## config.mk

```make
export PLATFORM = sky130hd
export DESIGN_NAME = uart_tx_fifo_param
export DESIGN_NICKNAME = d
export VERILOG_FILES = /design/src/rtl/uart_pkg.sv /design/src/rtl/uart_sync_fifo.sv /design/src/rtl/uart_tx_fifo_param.sv
export SDC_FILE = /design/constraint.sdc
export NUM_CORES = 1
export LEC_CHECK = 0
export BUFFER_PORTS_ARGS = -buffer_cell sky130_fd_sc_hd__buf_2
export CORE_ASPECT_RATIO = 0.5
export CORE_MARGIN = 2
export CORE_UTILIZATION = 55
export CTS_CLUSTER_SIZE = 40
export DETAILED_ROUTE_END_ITERATION = 8
export GPL_TIMING_DRIVEN = 0
export HOLD_SLACK_MARGIN = 0.03
export PLACE_DENSITY = 0.73
export SLEW_MARGIN = 20
export SYNTH_ARGS = -nofsm -noshare
export SYNTH_HDL_FRONTEND = slang
export SYNTH_SLANG_ARGS = --single-unit
```

## constraint.sdc

```tcl
create_clock -name clk -period 8 [get_ports clk]
set_clock_uncertainty 0.15 [all_clocks]
set_input_delay 2 -clock clk [delete_from_list [all_inputs] [get_ports clk]]
set_output_delay 2 -clock clk [all_outputs]
set_load 0.01 [all_outputs]
```

## src/rtl/uart_pkg.sv

```systemverilog
// uart_pkg: shared state encoding, parity constants and baud helper for the UART transmitter.
// Rev 1.0
`default_nettype none

package uart_pkg;

   localparam logic [2:0] c_ST_IDLE   = 3'd0;
   localparam logic [2:0] c_ST_START  = 3'd1;
   localparam logic [2:0] c_ST_DATA   = 3'd2;
   localparam logic [2:0] c_ST_PARITY = 3'd3;
   localparam logic [2:0] c_ST_STOP   = 3'd4;

   typedef enum logic [2:0] {
      ST_IDLE   = c_ST_IDLE,
      ST_START  = c_ST_START,
      ST_DATA   = c_ST_DATA,
      ST_PARITY = c_ST_PARITY,
      ST_STOP   = c_ST_STOP
   } state_t;

   localparam logic c_PAR_EVEN = 1'b0;
   localparam logic c_PAR_ODD  = 1'b1;

   localparam logic [31:0] c_MIN_DIV = 32'd2;

   // Divisors below two cannot produce a distinct bit period, so they are clamped.
   function automatic logic [31:0] eff_div(input logic [31:0] div);
      return (div < c_MIN_DIV) ? c_MIN_DIV : div;
   endfunction

endpackage

`default_nettype wire

```

## src/rtl/uart_sync_fifo.sv

```systemverilog
// uart_sync_fifo: synchronous FIFO with show-ahead head word read from the register array.
// Rev 1.0
`default_nettype none

module uart_sync_fifo #(
   parameter int WIDTH = 8,
   parameter int DEPTH = 4
) (
   input  logic                           clk,
   input  logic                           rst,
   input  logic                           i_push,
   input  logic [WIDTH-1:0]               i_data,
   input  logic                           i_pop,
   output logic [WIDTH-1:0]               o_data,
   output logic                           o_full,
   output logic                           o_empty,
   output logic [$clog2(DEPTH+1)-1:0]     o_count
);

   localparam int c_PTR_W = (DEPTH > 1) ? $clog2(DEPTH) : 1;
   localparam int c_CNT_W = $clog2(DEPTH+1);

   logic [WIDTH-1:0]   r_mem [DEPTH];
   logic [c_PTR_W-1:0] r_wr_ptr;
   logic [c_PTR_W-1:0] r_rd_ptr;
   logic [c_CNT_W-1:0] r_count;
   logic               w_push;
   logic               w_pop;

   assign o_full  = (r_count == c_CNT_W'(DEPTH));
   assign o_empty = (r_count == '0);
   assign o_count = r_count;
   assign w_push  = i_push && !o_full;
   assign w_pop   = i_pop && !o_empty;

   // Depth is a power of two, so natural pointer overflow gives the wrap.
   always_ff @(posedge clk) begin
      if (rst) begin
         r_wr_ptr <= '0;
         r_rd_ptr <= '0;
         r_count  <= '0;
      end else begin
         if (w_push) begin
            r_wr_ptr <= r_wr_ptr + c_PTR_W'(1);
         end
         if (w_pop) begin
            r_rd_ptr <= r_rd_ptr + c_PTR_W'(1);
         end
         case ({w_push, w_pop})
            2'b10:   r_count <= r_count + c_CNT_W'(1);
            2'b01:   r_count <= r_count - c_CNT_W'(1);
            default: r_count <= r_count;
         endcase
      end
   end

   always_ff @(posedge clk) begin
      if (w_push) begin
         r_mem[r_wr_ptr] <= i_data;
      end
   end

   assign o_data = r_mem[r_rd_ptr];

endmodule

`default_nettype wire

```

## src/rtl/uart_tx_fifo_param.sv

```systemverilog
// uart_tx_fifo_param: FIFO-buffered UART transmitter with runtime baud, parity and stop-bit selection.
// Rev 1.0
`default_nettype none

module uart_tx_fifo_param
   import uart_pkg::*;
#(
   parameter int DATA_BITS  = 8,
   parameter int FIFO_DEPTH = 4,
   parameter int DIV_W      = 16,
   parameter int DIV_RESET  = 868
) (
   input  logic                              clk,
   input  logic                              rst,
   input  logic [DATA_BITS-1:0]              in_data,
   input  logic                              in_valid,
   output logic                              in_ready,
   input  logic [DIV_W-1:0]                  baud_div,
   input  logic                              parity_en,
   input  logic                              parity_odd,
   input  logic                              two_stop,
   output logic                              txd,
   output logic                              tx_busy,
   output logic                              frame_done,
   output logic [$clog2(FIFO_DEPTH+1)-1:0]   fifo_count
);

   if ((DATA_BITS < 5) || (DATA_BITS > 9) || (FIFO_DEPTH < 2) ||
       ((FIFO_DEPTH & (FIFO_DEPTH - 1)) != 0) || (DIV_RESET < 2)) begin : g_bad_params
      $error("uart_tx_fifo_param: illegal parameter combination");
   end

   localparam logic [3:0] c_LAST_DATA = 4'(DATA_BITS - 1);

   state_t               r_state;
   logic [DIV_W-1:0]     r_div;
   logic [DIV_W-1:0]     r_timer;
   logic [3:0]           r_idx;
   logic [DATA_BITS-1:0] r_shift;
   logic                 r_par;
   logic                 r_par_en;
   logic                 r_two_stop;
   logic                 r_txd;
   logic                 r_done;

   logic                 w_full;
   logic                 w_empty;
   logic [DATA_BITS-1:0] w_head;
   logic [DIV_W-1:0]     w_eff_div;
   logic                 w_bit_end;
   logic                 w_last_stop;
   logic                 w_frame_end;
   logic                 w_load;

   uart_sync_fifo #(
      .WIDTH (DATA_BITS),
      .DEPTH (FIFO_DEPTH)
   ) u_fifo (
      .clk     (clk),
      .rst     (rst),
      .i_push  (in_valid),
      .i_data  (in_data),
      .i_pop   (w_load),
      .o_data  (w_head),
      .o_full  (w_full),
      .o_empty (w_empty),
      .o_count (fifo_count)
   );

   assign w_eff_div   = DIV_W'(eff_div(32'(baud_div)));
   assign w_bit_end   = (r_timer == (r_div - DIV_W'(1)));
   assign w_last_stop = (r_idx == {3'b000, r_two_stop});
   assign w_frame_end = (r_state == ST_STOP) && w_bit_end && w_last_stop;
   // The end of the last stop bit pops the next word directly, so frames abut.
   assign w_load      = !w_empty && ((r_state == ST_IDLE) || w_frame_end);

   always_ff @(posedge clk) begin
      if (rst) begin
         r_state    <= ST_IDLE;
         r_txd      <= 1'b1;
         r_done     <= 1'b0;
         r_timer    <= '0;
         r_idx      <= '0;
         r_div      <= DIV_W'(2);
         r_shift    <= '0;
         r_par      <= 1'b0;
         r_par_en   <= 1'b0;
         r_two_stop <= 1'b0;
      end else begin
         r_done <= 1'b0;
         if (r_state != ST_IDLE) begin
            r_timer <= w_bit_end ? '0 : (r_timer + DIV_W'(1));
         end
         // txd reflects the state held during the previous clock.
         case (r_state)
            ST_IDLE: begin
               r_txd   <= 1'b1;
               r_timer <= '0;
               r_idx   <= '0;
            end
            ST_START: begin
               r_txd <= 1'b0;
               if (w_bit_end) begin
                  r_state <= ST_DATA;
               end
            end
            ST_DATA: begin
               r_txd <= r_shift[0];
               if (w_bit_end) begin
                  r_shift <= r_shift >> 1;
                  if (r_idx == c_LAST_DATA) begin
                     r_idx   <= '0;
                     r_state <= r_par_en ? ST_PARITY : ST_STOP;
                  end else begin
                     r_idx <= r_idx + 4'd1;
                  end
               end
            end
            ST_PARITY: begin
               r_txd <= r_par;
               if (w_bit_end) begin
                  r_state <= ST_STOP;
               end
            end
            ST_STOP: begin
               r_txd <= 1'b1;
               if (w_bit_end) begin
                  if (w_last_stop) begin
                     r_done  <= 1'b1;
                     r_state <= ST_IDLE;
                  end else begin
                     r_idx <= r_idx + 4'd1;
                  end
               end
            end
            default: begin
               r_state <= ST_IDLE;
               r_txd   <= 1'b1;
            end
         endcase
         if (w_load) begin
            r_state    <= ST_START;
            r_timer    <= '0;
            r_idx      <= '0;
            r_shift    <= w_head;
            r_par      <= (^w_head) ^ (parity_odd == c_PAR_ODD);
            r_div      <= w_eff_div;
            r_par_en   <= parity_en;
            r_two_stop <= two_stop;
         end
      end
   end

   assign in_ready   = !w_full;
   assign txd        = r_txd;
   assign frame_done = r_done;
   assign tx_busy    = (r_state != ST_IDLE);

endmodule

`default_nettype wire

```

# [Yosys cells after proc, flatten, opt, wreduce, memory -nomap -nowiden]
# Memories as Yosys holds them, arrays and structs flattened. A register that Yosys moved wholly into a read port is not among the register bits.
# Index checks and enable logic that the tools add are counted.
[op_classes] n_div=0 reduce_logical=23 addsub=7 order_cmp=1 mux=26 n_eq_ne=24 mul=0 n_shift=0 bitwise=4
[ops] operator="2-to-1 mux 16 bit" count=2
[ops] operator="2-to-1 mux 8 bit" count=3
[ops] operator="2-to-1 mux 3 bit" count=7
[ops] operator="!= test 3 x 2 -> 1 bit (second input constant)" count=6
[ops] operator="adder 16 x 1 -> 16 bit (second input constant)" count=1
[ops] operator="== test 16 bit" count=1
[ops] operator="less-than comparator 16 x 2 -> 1 bit (second input constant)" count=1
[ops] operator="2-to-1 mux 4 bit" count=4
[ops] operator="subtractor 16 x 1 -> 16 bit (second input constant)" count=1
[ops] operator="case mux 3 bit (5 select lines)" count=1
[ops] operator="!= test 2 bit (second input constant)" count=7
[ops] operator="AND reduction 7 bit" count=2
[ops] operator="case mux 4 bit (3 select lines)" count=1
[ops] operator="XOR reduction 8 bit" count=1
[ops] operator="== test 3 x 2 -> 1 bit (second input constant)" count=2
[ops] operator="== test 3 bit (second input constant)" count=2
[ops] operator="logical NOT 3 bit" count=2
[ops] operator="case mux 3 bit (2 select lines)" count=1
[ops] operator="nonzero test 2 bit" count=3
[ops] operator="nonzero test 3 bit" count=2
[ops] operator="OR reduction 3 bit" count=2
[ops] operator="logical AND 1 bit" count=5
[ops] operator="adder 2 x 1 -> 2 bit (second input constant)" count=2
[ops] operator="adder 4 x 1 -> 4 bit (second input constant)" count=1
[ops] operator="18 further kinds" count=25
[totals] output_inout_bits=7 inputBits=30 memories=1 wordCells=100 latch_bits=0 ff_bits=59 mem_bits_rw=32 rom_bits=0
[memory_table] memory="u_fifo.r_mem" depth=4 width=8 read_ports=1 rd_ports_with_merged_regs=1 write_ports=1 line="uart_sync_fifo.sv:23" text="logic [WIDTH-1:0] r_mem [DEPTH];"

# [Depth between registers and ports, before layout]
# Gate-level depths: netlist of run 1.
[depth] ltp_word=9 ltp_mapped=16 mapped_depth_nobuf=14

# [Cells and area by module]
# Synthesis of run 1 repeated with hierarchy kept, for this count alone.
[unflattened] hier_cells=459 area_unflattened_um2=4758.3
[modules_own_cells] module="uart_tx_fifo_param" area_per_inst_um2=3123.0 seq_area_each_um2=1041.0 cells_each=363 n_inst=1
[modules_own_cells] module="uart_sync_fifo" area_per_inst_um2=1635.3 seq_area_each_um2=1141.1 cells_each=96 n_inst=1

# [Least setup slack after synthesis of run 1]
# Ideal clock, no wire load.
[synth_path] path_kind="register -> register" start="register r_div[0]" end="register u_fifo.r_count[2], in the netlist u_fifo.o_count[2]" setup_slack_ps=4301 stages_incl_launch_ff=17 path_buffers=2 synth_period_minus_slack_ps=3699 arrival_time_ps=3478 required_ps=7779 setup_time_ps=71 path_cell_list="dfxtp_1 -> inv_1 -> ha_1 -> nor3b_1 -> nand3_1 -> or4_1 -> a22oi_1 -> and4b_1 -> buf_2 -> nor2_8 -> buf_8 -> inv_2 -> ha_1 -> fa_1 -> xnor2_1 -> or3_1 -> a21oi_1"
[synth_between] elab_chain_len=9 word_cells_on_any_way=11 cone_classes="1 x add/sub; 3 x eq/ne; 1 x mux; 6 x reduce/logical"
[synth_lines] item="start: declaration" line="uart_tx_fifo_param.sv:36" text="logic [DIV_W-1:0] r_div;"
[synth_lines] item="start signal: assignment" line="uart_tx_fifo_param.sv:147" text="r_div <= w_eff_div;"
[synth_lines] item="subtractor 16 x 1 -> 16 bit (*)" line="uart_tx_fifo_param.sv:71" text="assign w_bit_end = (r_timer == (r_div - DIV_W'(1)));"
[synth_lines] item="== test 16 bit (*)" line="uart_tx_fifo_param.sv:71"
[synth_lines] item="logical AND 1 bit (*) (2 in a row)" line="uart_tx_fifo_param.sv:73" text="assign w_frame_end = (r_state == ST_STOP) && w_bit_end && w_last_stop;"
[synth_lines] item="logical OR 1 bit (*)" line="uart_tx_fifo_param.sv:75" text="assign w_load = !w_empty && ((r_state == ST_IDLE) || w_frame_end);"
[synth_lines] item="logical AND 1 bit (*)" line="uart_tx_fifo_param.sv:75"
[synth_lines] item="via u_fifo.i_pop" line="uart_sync_fifo.sv:13" text="input logic i_pop,"
[synth_lines] item="logical AND 1 bit (*)" line="uart_sync_fifo.sv:34" text="assign w_pop = i_pop && !o_empty;"
[synth_lines] item="== test 2 x 1 -> 1 bit / == test 2 bit (equally long branches)" line="uart_sync_fifo.sv:49" text="case ({w_push, w_pop})"
[synth_lines] item="case mux 3 bit (2 select lines) / nonzero test 2 bit (equally long branches)"
[synth_lines] item="end signal: assignment" line="uart_sync_fifo.sv:50" text="2'b10: r_count <= r_count + c_CNT_W'(1);"
[synth_lines] item="end signal: assignment" line="uart_sync_fifo.sv:51" text="2'b01: r_count <= r_count - c_CNT_W'(1);"
[synth_lines] item="end signal: assignment" line="uart_sync_fifo.sv:52" text="default: r_count <= r_count;"
[synth_lines] item="end: declaration" line="uart_sync_fifo.sv:26" text="logic [c_CNT_W-1:0] r_count;"
# The timed path passes the listed nets; every way through them passes the cells marked *.
# A chain may end at the register's enable or synchronous reset.

# [Worst setup path after layout of run 1]
# Ends and elaborated chain as after synthesis.

==> results of run 1 <==
## flip-flops by register name, summed over array words and instances, names as in the netlist, 2 cells and up, named ones only
register         flops
r_state              3
r_idx                4
u_fifo.r_rd_ptr      2
u_fifo.r_mem        32
u_fifo.r_wr_ptr      2
r_timer             16
r_shift              8
u_fifo.o_count       3
r_div               16
## layer usage
| layer | up-vias | global-route usage (%) | share of wire (%) |
|---|---|---|---|
| li1 | 1677 | - | - |
| met1 | 1563 | 30.2 | 49 |
| met2 | 54 | 33.7 | 46 |
| met3 | 10 | 5.70 | 3.7 |
| met4 | 0 | 5.26 | 1.2 |
| met5 | - | 0 | 0 |
## cells by family (layout without fill, tap and decap cells)
group | Yosys count | after routing
buffers and inverters | 27 | 79
AND/OR/NAND/NOR | 175 | 175
XOR/XNOR | 49 | 49
multiplexers | 28 | 28
AO/OA/AOI/OAI | 53 | 53
flip-flops | 93 | 93
adder cells (fa/ha/maj) | 9 | 9
## cells in the final DEF, fill, tap and decap left out, drive strengths merged, types with 12 or more instances in the layout
master,netlist,final
dfxtp,61,61
nor2,57,57
buf,6,42
edfxtp,32,32
nand2,26,26
xor2,26,26
xnor2,23,23
clkbuf,14,23
mux2i,20,20
a21oi,14,14
inv,7,12
## worst min-delay path by stage
stage                                  start            endpoint  slack, ps
after floorplan                   r_timer[0]          r_timer[0]        290
after global placement            r_timer[0]          r_timer[0]        300
after detailed placement          r_timer[0]          r_timer[0]        320
after CTS                         r_timer[0]          r_timer[0]        330
after global routing      u_fifo.r_rd_ptr[0]  u_fifo.r_rd_ptr[0]        360
final                             r_timer[0]          r_timer[0]        320
## area by class of cell
class                      count  area, um2  share of cell area (%)
multi-input combinational    314       2340                    44.3
sequential                    93       2180                    41.4
clock buffer                   9        225                    4.27
timing repair buffer          36        180                    3.42
tap                          112        140                    2.66
buffer                        20        126                    2.40
clock inverter                 7       55.1                    1.04
inverter                       7       26.3                   0.498
## metrics by stage
step | utilization [%] | power (mW)
2_1_floorplan | - | 1.28
3_3_place_gp | 61.5 | 1.43
3_5_place_dp | 61.5 | 1.44
4_1_cts | 65.0 | 1.85
5_1_grt | 65.0 | 1.97
6_report | 65.0 | 1.84
## critical path, stage by stage, from the launching register on
cell and delay, ps:
dfxtp_1 370, inv_1 130, ha_1 190, nor3b_1 540, nand3_1 190, or4_1 600, a22oi_1 300, and4b_1 230
buf_2 230, nor2_8 70, buf_8 190, inv_2 110, ha_1 230, fa_1 210, xnor2_1 80, or3_1 300
a21oi_1 130
## report_power, final
group / total, mW / switching (mW) / internal [mW]
clock: 0.407 / 0.192 / 0.216
combinational: 0.778 / 0.419 / 0.359
sequential: 0.654 / 0.0771 / 0.577
==> impl_metrics.json, run 1 <==
{
  "hold-worst-slack_ps": 322,
  "ant_nets": 0,
  "cts_hold_buf": 0,
  "start_util_pct": 57.6,
  "syn_nets": 473,
  "r2r_start": "r_div[0]",
  "post_cts_resized": 0,
  "min_path_cells": 1,
  "fp.dieArea_um2": 9300,
  "dp_hpwl_um": 6700,
  "grt_pass1_wl_um": 15600,
  "yosysWarnings": 0,
  "hold_viol_final": 0,
  "critical_path_required_ps": 8120,
  "arrival_ps": 4430,
  "pin_count": 37,
  "maxCapViolations": 0,
  "r2r_cells": 16,
  "hold_class": "flop to flop",
  "route.detailed.drc": 0,
  "cts_buffers": 9,
  "vias_per_cell": 5.53,
  "netlist_area_um2": 4670,
  "die_h_um": 69.2,
  "async_flop_share_pct": 0,
  "port_buffers": 36,
  "n_antenna_cell": 0,
  "peakVddDrop_mv": 0.178,
  "dr_total_vias": 3304,
  "ys.flop_type": "dfxtp_1",
  "cts_tree": "done",
  "synth_top_area_share_pct": 26.1,
  "dr.pass1.iters": 4,
  "power_density_nw_per_um2": 349,
  "coreArea_um2": 8120,
  "synth-simple-area-share_pct": 21.3,
  "syn2layout_area_growth_pct": 12.9,
  "fp-row-count": 23,
  "endpoint": "u_fifo.o_count[2]",
  "post_dp_cell_area_um2": 4990,
  "nets": 520,
  "cts_root_buf": "clkbuf_16",
  "fmax_mhz": 232,
  "cts_buffer_depth": 2,
  "yosysTopAreaCell": "dfxtp_1",
  "synthAdderAreaFrac_pct": 2.57,
  "htreeDepth": 3,
  "wirelength_um": 9170,
  "drtIter0Drc": 263,
  "dp_slack_ps": 3750,
  "synth_common_cells": "dfxtp_1 (61), nor2_1 (49), edfxtp_1 (32)",
  "dp_cells": 582,
  "yosysSeqAreaShare_pct": 46.7,
  "fin_tns_setup_ps": 0,
  "layout-drive-gt1-share_pct": 16.5,
  "synthMuxAreaShare_pct": 8.70,
  "synth_edf_count": 32,
  "synth_top_family_by_area": "simple AND/OR/NAND/NOR gates",
  "ys_seq_elements": 93,
  "cts_setup_buffers": 0,
  "place.gp.congestion": 0.870,
  "slew_viol_final": 0,
  "rsz0062_at_grt": "no",
  "grt_max_degree": 18,
  "critical_path_class": "flop to flop",
  "end_kind": "flop",
  "cp_max_fo": 10,
  "outcome": "finished clean",
  "synth_compound_area_share_pct": 8.27,
  "finalCriticalPeriod_ps": 4310,
  "synth_area_leaders": "dfxtp_1 (26%), edfxtp_1 (21%), xor2_1 (4.9%)",
  "grt.total_usage_pct": 21.6,
  "grt-ovfl-total": 0,
  "clk_pin_slew_ps": 70,
  "wl_per_cell_um": 15.3,
  "insertion_delay_ps": 340,
  "relSlewSlack_pct": 56.3,
  "fin_cells": 598,
  "num-fill-cells": 689,
  "tightest_slew_ps": 651,
  "r2r_end": "u_fifo.o_count[2]",
  "stdcell_area_um2": 5270,
  "syn_inst": 434,
  "antenna_found_initial": 0,
  "synth_most_common_cell": "dfxtp_1",
  "setup_viol": 0,
  "p_leak_nw": 1.94,
  "period_share_pct": 53.9,
  "clkSinkCount": 93,
  "startpoint": "r_div[0]",
  "ys_types": 68,
  "cp-start-kind": "flop",
  "die_x_um": 134,
  "synthXorXnorAreaFrac_pct": 9.18,
  "synth.avg_cell_area_um2": 10.8,
  "reg2reg_slack_ps": 3690,
  "grt_pass1_vias": 3163,
  "finalWorstSetupSlack_ps": 3690
}
(Power assumes the default switching activity.)
==> run 2, diff against run 1 <==
--- a/config.mk
+++ b/config.mk
@@ -5,6 +5,7 @@
 export SDC_FILE = /design/constraint.sdc
 export NUM_CORES = 1
 export LEC_CHECK = 0
+export ABC_AREA = 1
 export BUFFER_PORTS_ARGS = -buffer_cell sky130_fd_sc_hd__buf_2
 export CORE_ASPECT_RATIO = 0.5
 export CORE_MARGIN = 2
==> constraint.sdc (replaced) <==
create_clock -name clk -period 4.01 [get_ports clk]
set_clock_uncertainty 0.15 [all_clocks]
set_input_delay 1.0025 -clock clk [delete_from_list [all_inputs] [get_ports clk]]
set_output_delay 1.0025 -clock clk [all_outputs]
set_load 0.01 [all_outputs]
==> impl_metrics.json, run 2 <==
{
  "critPathMaxStageDelay_ps": 420,
  "grt_pass1_wl_um": 19000,
  "layout_common_cells": "nand2_1 (166), inv_1 (80), nand3_1 (80)",
  "grt.total_usage_pct": 23.6,
  "cts_buffers": 9,
  "synth.avg_cell_area_um2": 7.35,
  "dp_cells": 853,
  "hold_class": "flop to flop",
  "coreArea_um2": 8890,
  "pin_count": 37,
  "setup_viol": 0,
  "cts_hold_buf": 0,
  "rsz0062_at_grt": "no",
  "layout-drive-gt1-share_pct": 12.1,
  "route.detailed.drc": 0,
  "period_share_pct": 86.8,
  "syn_nets": 739,
  "r2r_cells": 19,
  "async_flop_share_pct": 0,
  "wirelength_um": 11300,
  "ys.flop_type": "dfxtp_1",
  "largestRegisters": "u_fifo.r_mem: 32 flops, r_div: 16 flops, r_timer: 16 flops",
  "port_buffers": 36,
  "die_x_um": 141,
  "maxCapViolations": 0,
  "crit_top_cell": "nand2_1",
  "dp_slack_ps": 582,
  "tightest_slew_ps": 765,
  "drtIter0Drc": 402,
  "n_antenna_cell": 0,
  "cts_buffer_depth": 2,
  "syn_inst": 700,
  "ant_nets": 0,
  "largest_register_ffs": 32,
  "hold_viol_final": 0,
  "grt_pass1_vias": 4103,
  "synth_edf_count": 32,
  "finalCoreUtilization_pct": 64.9,
  "synth_most_common_cell": "nand2_1",
  "place.gp.congestion": 0.946,
  "arrival_ps": 3570,
  "clkSinkCount": 93,
  "nets": 786,
  "peakVddDrop_mv": 0.333,
  "grt-ovfl-total": 0,
  "cp_max_fo": 10,
  "cts_root_buf": "clkbuf_16",
  "power_density_nw_per_um2": 751,
  "fmax_mhz": 287,
  "wl_per_cell_um": 13.0,
  "cp_slowest_cell": "fa_1",
  "fp.dieArea_um2": 10200,
  "grt_max_degree": 17,
  "finalCriticalPeriod_ps": 3480,
  "dr_total_vias": 4540,
  "vias_per_cell": 5.22,
  "yosysTopAreaCell": "dfxtp_1",
  "start_util_pct": 57.9,
  "cp-start-kind": "flop",
  "cts_setup_buffers": 0,
  "critical_path_required_ps": 4100,
  "post_dp_cell_area_um2": 5470,
  "htreeDepth": 3,
  "yosysSeqAreaShare_pct": 42.4,
  "die_h_um": 72.4,
  "synth_top_area_share_pct": 23.7,
  "synth_common_cells": "nand2_1 (166), inv_1 (80), nand3_1 (80)",
  "synth_area_leaders": "dfxtp_1 (24%), edfxtp_1 (19%), nand2_1 (12%)",
  "yosysWarnings": 0,
  "outcome": "finished clean",
  "antenna_found_initial": 0,
  "fin_cells": 869,
  "post_cts_resized": 0,
  "power_mw": 4.33,
  "dr.pass1.iters": 5,
  "critical_path_class": "flop to flop",
  "insertion_delay_ps": 350,
  "fin_tns_setup_ps": 0,
  "stdcell_area_um2": 5770,
  "p_leak_nw": 2.51,
  "min_path_cells": 2,
  "ys_types": 38,
  "end_kind": "flop",
  "path_cells": "inv_1 -> ha_1 -> nand2_1 -> nor2_1 -> nand2_1 -> nand2_1 -> nand2_1 -> nor2_1 -> nand3_1 -> nor2_2 -> nand3_2 -> nand2_4 -> nand2_4 -> inv_2 -> buf_4 -> ha_1 -> fa_1 -> o21ai_0 -> a21oi_1",
  "slew_viol_final": 0,
  "netlist_area_um2": 5140,
  "ys_seq_elements": 93,
  "dp_hpwl_um": 8470,
  "clk_pin_slew_ps": 70,
  "syn2layout_area_growth_pct": 12.1,
  "finalWorstSetupSlack_ps": 530,
  "hold-worst-slack_ps": 313,
  "largest_register": "u_fifo.r_mem",
  "final_common_cell": "nand2_1",
  "cts_tree": "done",
  "fp-row-count": 24,
  "relSlewSlack_pct": 48.8
}
-- run 2: changes by cell type in the layout (fill, tap and decap cells not counted), moves of 9 or more --
| cell | change |
|---|---|
| a21oi_1 | +11 |
| and3_1 | -10 |
| inv_1 | +74 |
| mux2i_1 | -20 |
| nand2_1 | +140 |
| nand3_1 | +69 |
| nor2_1 | +28 |
| o21ai_0 | +31 |
| xnor2_1 | -13 |
| xor2_1 | -9 |
-- run 2: per-layer routing --
layer	global-route usage, %	part of all wire (%)	vias to the layer above
met2	41.6	47	82
met3	4.95	4.1	8
met5	0	0	-
met1	30.6	48	2062
met4	5.00	0.73	0
li1	-	-	2388
-- run 2: worst max-delay path: cells and delay by family, from the launching register on --
kind / cells / cell delay [ps]
AND/OR/NAND/NOR: 11 / 1310
adder cells (fa/ha/maj): 3 / 880
buffers and inverters: 3 / 480
flip-flops: 1 / 340
AO/OA/AOI/OAI: 2 / 190
-- run 2: cells by family (layout without fill, tap and decap cells) --
family	after synthesis	in the layout	synth area share, %
fa+ha+maj	9	9	2.33
simple gates	389	389	34.3
flops	93	93	42.4
compound gates	81	81	8.37
buf+inv	101	153	8.00
xor+xnor	27	27	4.60
-- run 2: power by group --
group	switching, mW	internal, mW
Clock	0.374	0.486
Combinational	1.40	0.754
Sequential	0.152	1.17
Total	1.93	2.41
-- run 2: final timing paths --
kind                                 start           endpoint  slack, ps
worst min-delay path            r_two_stop         r_two_stop        310
worst max-delay path              r_div[0]  u_fifo.o_count[1]        530
worst min register to register  r_two_stop         r_two_stop        310
worst max register to register    r_div[0]  u_fifo.o_count[1]        530
-- run 2: cell type report --
type                    instances  area, um2
fillers                       787       3120
multi-input cells             506       2550
flip-flops and latches         93       2180
inverters                      86        325
clock buffers                   9        225
repair buffers                 36        180
well taps                     117        146
plain buffers                  15       86.3
clock inverters                 7       71.3
